===== src/rtl/mips_reg_writeback.sv =====
// mips_reg_writeback: register-file write-port arbiter. The ALU path has fixed priority;
// load/multiply results queue in an in-order FIFO and are tracked by a pending-write scoreboard.
`default_nettype none

module mips_reg_writeback #(
    parameter int DEPTH = 4,
    parameter int CNT_W = 3
) (
    input  logic             clk,
    input  logic             rst,
    input  logic             alu_wr_en,
    input  logic [4:0]       alu_wr_reg,
    input  logic [31:0]      alu_wr_data,
    input  logic             mem_wr_valid,
    output logic             mem_wr_ready,
    input  logic [4:0]       mem_wr_reg,
    input  logic [31:0]      mem_wr_data,
    output logic             signal_reg_write,
    output logic [4:0]       write_reg,
    output logic [31:0]      write_data,
    output logic [31:0]      pending_mask,
    output logic [CNT_W-1:0] fifo_count
);

    localparam int PTR_W = CNT_W - 1;

    logic [4:0]       fifo_reg  [DEPTH];
    logic [31:0]      fifo_data [DEPTH];
    logic [DEPTH-1:0] fifo_live;
    logic [PTR_W-1:0] wr_ptr;
    logic [PTR_W-1:0] rd_ptr;

    logic             alu_fire;
    logic             enq;
    logic             deq;
    logic [DEPTH-1:0] live_nxt;
    logic [31:0]      pend_nxt;

    assign mem_wr_ready = (fifo_count != CNT_W'(DEPTH));
    assign alu_fire     = alu_wr_en && (alu_wr_reg != 5'd0);
    // Transfers to $0 complete the handshake but are never stored.
    assign enq          = mem_wr_valid && mem_wr_ready && (mem_wr_reg != 5'd0);
    assign deq          = !alu_fire && (fifo_count != '0);

    always_comb begin
        live_nxt = fifo_live;
        pend_nxt = '0;
        // The ALU write is program-younger than every queued entry, so it kills matching ones;
        // an entry enqueued on this same edge is younger still and survives.
        for (int i = 0; i < DEPTH; i++) begin
            if (alu_fire && fifo_reg[i] == alu_wr_reg) begin
                live_nxt[i] = 1'b0;
            end
        end
        if (deq) begin
            live_nxt[rd_ptr] = 1'b0;
        end
        if (enq) begin
            live_nxt[wr_ptr] = 1'b1;
        end
        for (int i = 0; i < DEPTH; i++) begin
            if (live_nxt[i]) begin
                if (enq && PTR_W'(i) == wr_ptr) begin
                    pend_nxt[mem_wr_reg] = 1'b1;
                end else begin
                    pend_nxt[fifo_reg[i]] = 1'b1;
                end
            end
        end
        pend_nxt[0] = 1'b0;
    end

    always_ff @(posedge clk or posedge rst) begin
        if (rst) begin
            for (int i = 0; i < DEPTH; i++) begin
                fifo_reg[i]  <= '0;
                fifo_data[i] <= '0;
            end
            fifo_live        <= '0;
            wr_ptr           <= '0;
            rd_ptr           <= '0;
            fifo_count       <= '0;
            pending_mask     <= '0;
            signal_reg_write <= 1'b0;
            write_reg        <= '0;
            write_data       <= '0;
        end else begin
            fifo_live    <= live_nxt;
            pending_mask <= pend_nxt;

            if (enq) begin
                fifo_reg[wr_ptr]  <= mem_wr_reg;
                fifo_data[wr_ptr] <= mem_wr_data;
                wr_ptr            <= wr_ptr + PTR_W'(1);
            end
            if (deq) begin
                rd_ptr <= rd_ptr + PTR_W'(1);
            end
            case ({enq, deq})
                2'b10:   fifo_count <= fifo_count + CNT_W'(1);
                2'b01:   fifo_count <= fifo_count - CNT_W'(1);
                default: fifo_count <= fifo_count;
            endcase

            if (alu_fire) begin
                signal_reg_write <= 1'b1;
                write_reg        <= alu_wr_reg;
                write_data       <= alu_wr_data;
            end else if (deq) begin
                signal_reg_write <= fifo_live[rd_ptr];
                write_reg        <= fifo_reg[rd_ptr];
                write_data       <= fifo_data[rd_ptr];
            end else begin
                signal_reg_write <= 1'b0;
            end
        end
    end

endmodule

`default_nettype wire


===== config.mk =====
export PLATFORM = sky130hd
export DESIGN_NAME = mips_reg_writeback
export DESIGN_NICKNAME = d
export VERILOG_FILES = /design/src/rtl/mips_reg_writeback.sv
export SDC_FILE = /design/constraint.sdc
export NUM_CORES = 1
export LEC_CHECK = 0
export CELL_PAD_IN_SITES_DETAIL_PLACEMENT = 1
export CELL_PAD_IN_SITES_GLOBAL_PLACEMENT = 1
export CORE_ASPECT_RATIO = 1.25
export CORE_UTILIZATION = 48
export DETAILED_ROUTE_END_ITERATION = 12
export GPL_ROUTABILITY_DRIVEN = 0
export HOLD_SLACK_MARGIN = 0.1
export PLACE_DENSITY = 0.83
export SLEW_MARGIN = 10
export SYNTH_ARGS = -nofsm -noshare
export SYNTH_HDL_FRONTEND = slang
export SYNTH_SLANG_ARGS = --single-unit

===== constraint.sdc =====
create_clock -name clk -period 14.1 [get_ports clk]
set_input_delay 3.525 -clock clk [delete_from_list [all_inputs] [get_ports clk]]
set_output_delay 3.525 -clock clk [all_outputs]
set_load 0.005 [all_outputs]

==> impl_metrics.py <==
metrics = {
    "status": {
        "outcome": "complete, but fails checks",
        "violations": "DRC",
    },
    "global_route": {
        "grt-ovfl-total": 0,
        "grt_pass1_wl_mm": 54.1,
        "grt_pass1_vias": 9581,
        "grt_usage_pct": 29.1,
        "grt_max_degree": 150,
        "antenna_found_initial": 0,
    },
    "placement": {
        "place_inst": 1337,
        "dp_hpwl_mm": 21.1,
        "io_buffers": 150,
    },
    "pwr": {
        "ir_drop_mv": 0.129,
        "power_mw": 3.20,
        "power_density_mw_per_mm2": 235,
        "p_leak_nw": 5.70,
    },
    "cts": {
        "clockBufferDepth": 3,
        "path_clk_slew_ns": 0.06,
        "cts_hold_buf": 0,
        "cts_setup_buffers": 0,
        "cts_tree": "built",
        "htree_levels": 1,
        "clock_sinks": 228,
        "clk_latency_ns": 0.52,
        "cts_made_buffers": 24,
        "post_cts_resized": 0,
        "root_buffer": "clkbuf_16",
    },
    "die": {
        "die_area_sq_mm": 0.0239,
        "ios": 152,
        "die_h_microns": 173,
        "fp-row-count": 62,
        "core_sq_mm": 0.0229,
        "start_util_pct": 48.8,
        "die_w_microns": 138,
    },
    "drt": {
        "drcViolationCount": 17,
        "ant_nets": 0,
        "wirelength_mm": 33.4,
        "dr.pass1.iters": 10,
        "wl_per_cell_microns": 24.2,
        "vias": 8558,
        "vias_per_cell": 6.21,
        "initialDrtViolationCount": 690,
    },
    "hold_path": {
        "min_to": "fifo_data[107]",
        "min_path_cells": 2,
        "hp-class": "register to register",
        "min_from": "fifo_data[107]",
    },
    "worst_setup_path": {
        "reg2reg_setup_slack_ns": 10.91,
        "worstRegToRegCells": 8,
        "r2r-end": "pending_mask[22]",
        "worst_setup_path_end_kind": "register",
        "startpoint_type": "primary input",
        "crit_fanout": 37,
        "cp_data_required_time_ns": 14.47,
        "critPathKind": "primary input to register",
        "critical_path_arrival_ns": 6.62,
        "crit-reg2reg-launch": "rd_ptr[0]",
    },
    "yosys": {
        "ys_warn_count": 0,
        "synth_cells": 967,
        "synth.avg_cell_area_sq_um": 11.6,
        "synth.cell_area_sq_mm": 0.0112,
        "syn-num-nets": 1055,
        "ys_types": 55,
        "async_flop_share_pct": 100,
        "synth_seq_cells": 228,
        "synth.yosys.seq_area_share_pct": 51.1,
        "synth-edff-count": 0,
        "ys.flop_type": "dfrtp_1",
    },
    "timing": {
        "timing.final.crit_share_pct": 44.3,
        "finalSetupTns_ns": 0,
        "fmax_mhz": 160,
        "period_minus_slack_ns": 6.25,
        "final.setup_skew_ns": 0.0148,
        "drv_slew": 0,
        "rsz0062_at_grt": "false",
        "setup_viol": 0,
        "max_slew.worst_pin.slew_ns": 1.05,
        "hold_viol": 0,
        "slew_headroom_pct": 29.7,
    },
    "cells_and_area": {
        "largest_registers": "fifo_data: 128 flops, write_data: 32 flops, pending_mask: 31 flops",
        "drive_above_1_share_pct": 20.7,
        "layout.cells.non_filler": 1377,
        "largest_reg_flops": 128,
        "antennaDiodeCount": 0,
        "area_delta_synth_final_pct": 21.8,
        "final_cell_mix": "dfrtp_1, nand2_1, clkdlybuf4s50_1, mux2_2, nor2_1",
        "largest_register": "fifo_data",
        "nNetsFinal": 1163,
        "final_common_cell": "dfrtp_1",
        "fillCellCount": 2317,
    },
    "job": {
        "maxCapViolations": 0,
    },
}
cell families (layout without fill, tap and decap cells):
| family | after synthesis | in the layout | synth area share, % |
|---|---|---|---|
| muxes | 158 | 158 | 19.7 |
| and+or+nand+nor | 342 | 342 | 14.2 |
| adders and majority gates | 10 | 10 | 1.19 |
| other | 1 | 1 | 0.0336 |
| AOI/OAI and AO/OA | 113 | 113 | 8.39 |
| DFF | 228 | 228 | 51.1 |
| buffers and inverters | 90 | 212 | 3.41 |
| xor gates and xnor gates | 25 | 25 | 1.96 |
metrics by stage:
stage	hold WS, ns	worst slack (ns)	area, sq um	utilization, %
after detailed placement	0.461	7.36	12800	56.1
after global routing	0.508	7.77	13600	59.4
after global placement	0.454	7.42	12800	56.1
after floorplan	0.441	4.33	11200	-
final	0.479	7.85	13600	59.4
after CTS	0.477	7.87	13600	59.4
metal layers:
layer  GRT usage, %  vias to the layer above  share of wire (%)
met1           36.1                     4405                 39
li1               -                     3694                  -
met5              0                        -                  0
met4           13.5                        0                4.4
met2           50.8                      351                 52
met3           3.49                      108                4.9
critical path: stages:
cell	delay [ns]
clkdlybuf4s50_1	0.72
or2_2	0.32
o211a_2	0.32
and2_2	0.82
nor4b_4	0.22
a222oi_1	0.46
o221ai_1	0.21
power breakdown:
| group | internal [mW] | switching, mW |
|---|---|---|
| sequential | 0.964 | 0.278 |
| combinational | 0.698 | 0.636 |
| clock | 0.367 | 0.256 |
| total | 2.03 | 1.17 |
how the worst max path moves through the flow:
stage	end	cells past startpoint	slack, ns	startpoint
final	pending_mask[3]	7	7.85	mem_wr_reg[3]
after global routing	fifo_count[2]	10	7.77	alu_wr_reg[0]
after CTS	fifo_count[2]	10	7.87	alu_wr_reg[0]
after detailed placement	fifo_count[2]	10	7.36	alu_wr_reg[0]
after global placement	fifo_count[2]	10	7.42	alu_wr_reg[0]
after floorplan	fifo_count[0]	1	4.33	rst
cell type report:
class,count,area [sq um],area share (%)
Timing Repair Buffer,160,1580,11.6
Tap cell,288,360,2.65
Sequential cell,228,5710,42.0
Clock buffer,38,724,5.33
Multi-Input combinational cell,649,5140,37.8
Inverter,12,52.6,0.386
Clock inverter,2,35.0,0.258
cell usage after synthesis (9+ instances only):
cell	instances	area, sq um
clkbuf_1	45	169
a221oi_1	10	87.6
buf_2	15	75.1
mux4_2	38	856
dfrtp_1	228	5710
a222oi_1	20	200
buf_1	13	48.8
nand2_1	201	754
o221ai_1	30	263
o21ai_0	11	55.1
inv_1	12	45.0
a31oi_1	32	200
nor2_1	62	233
mux2_2	114	1280
xnor2_1	23	201
ha_1	9	113
Power figures use the tool's default switching activity.
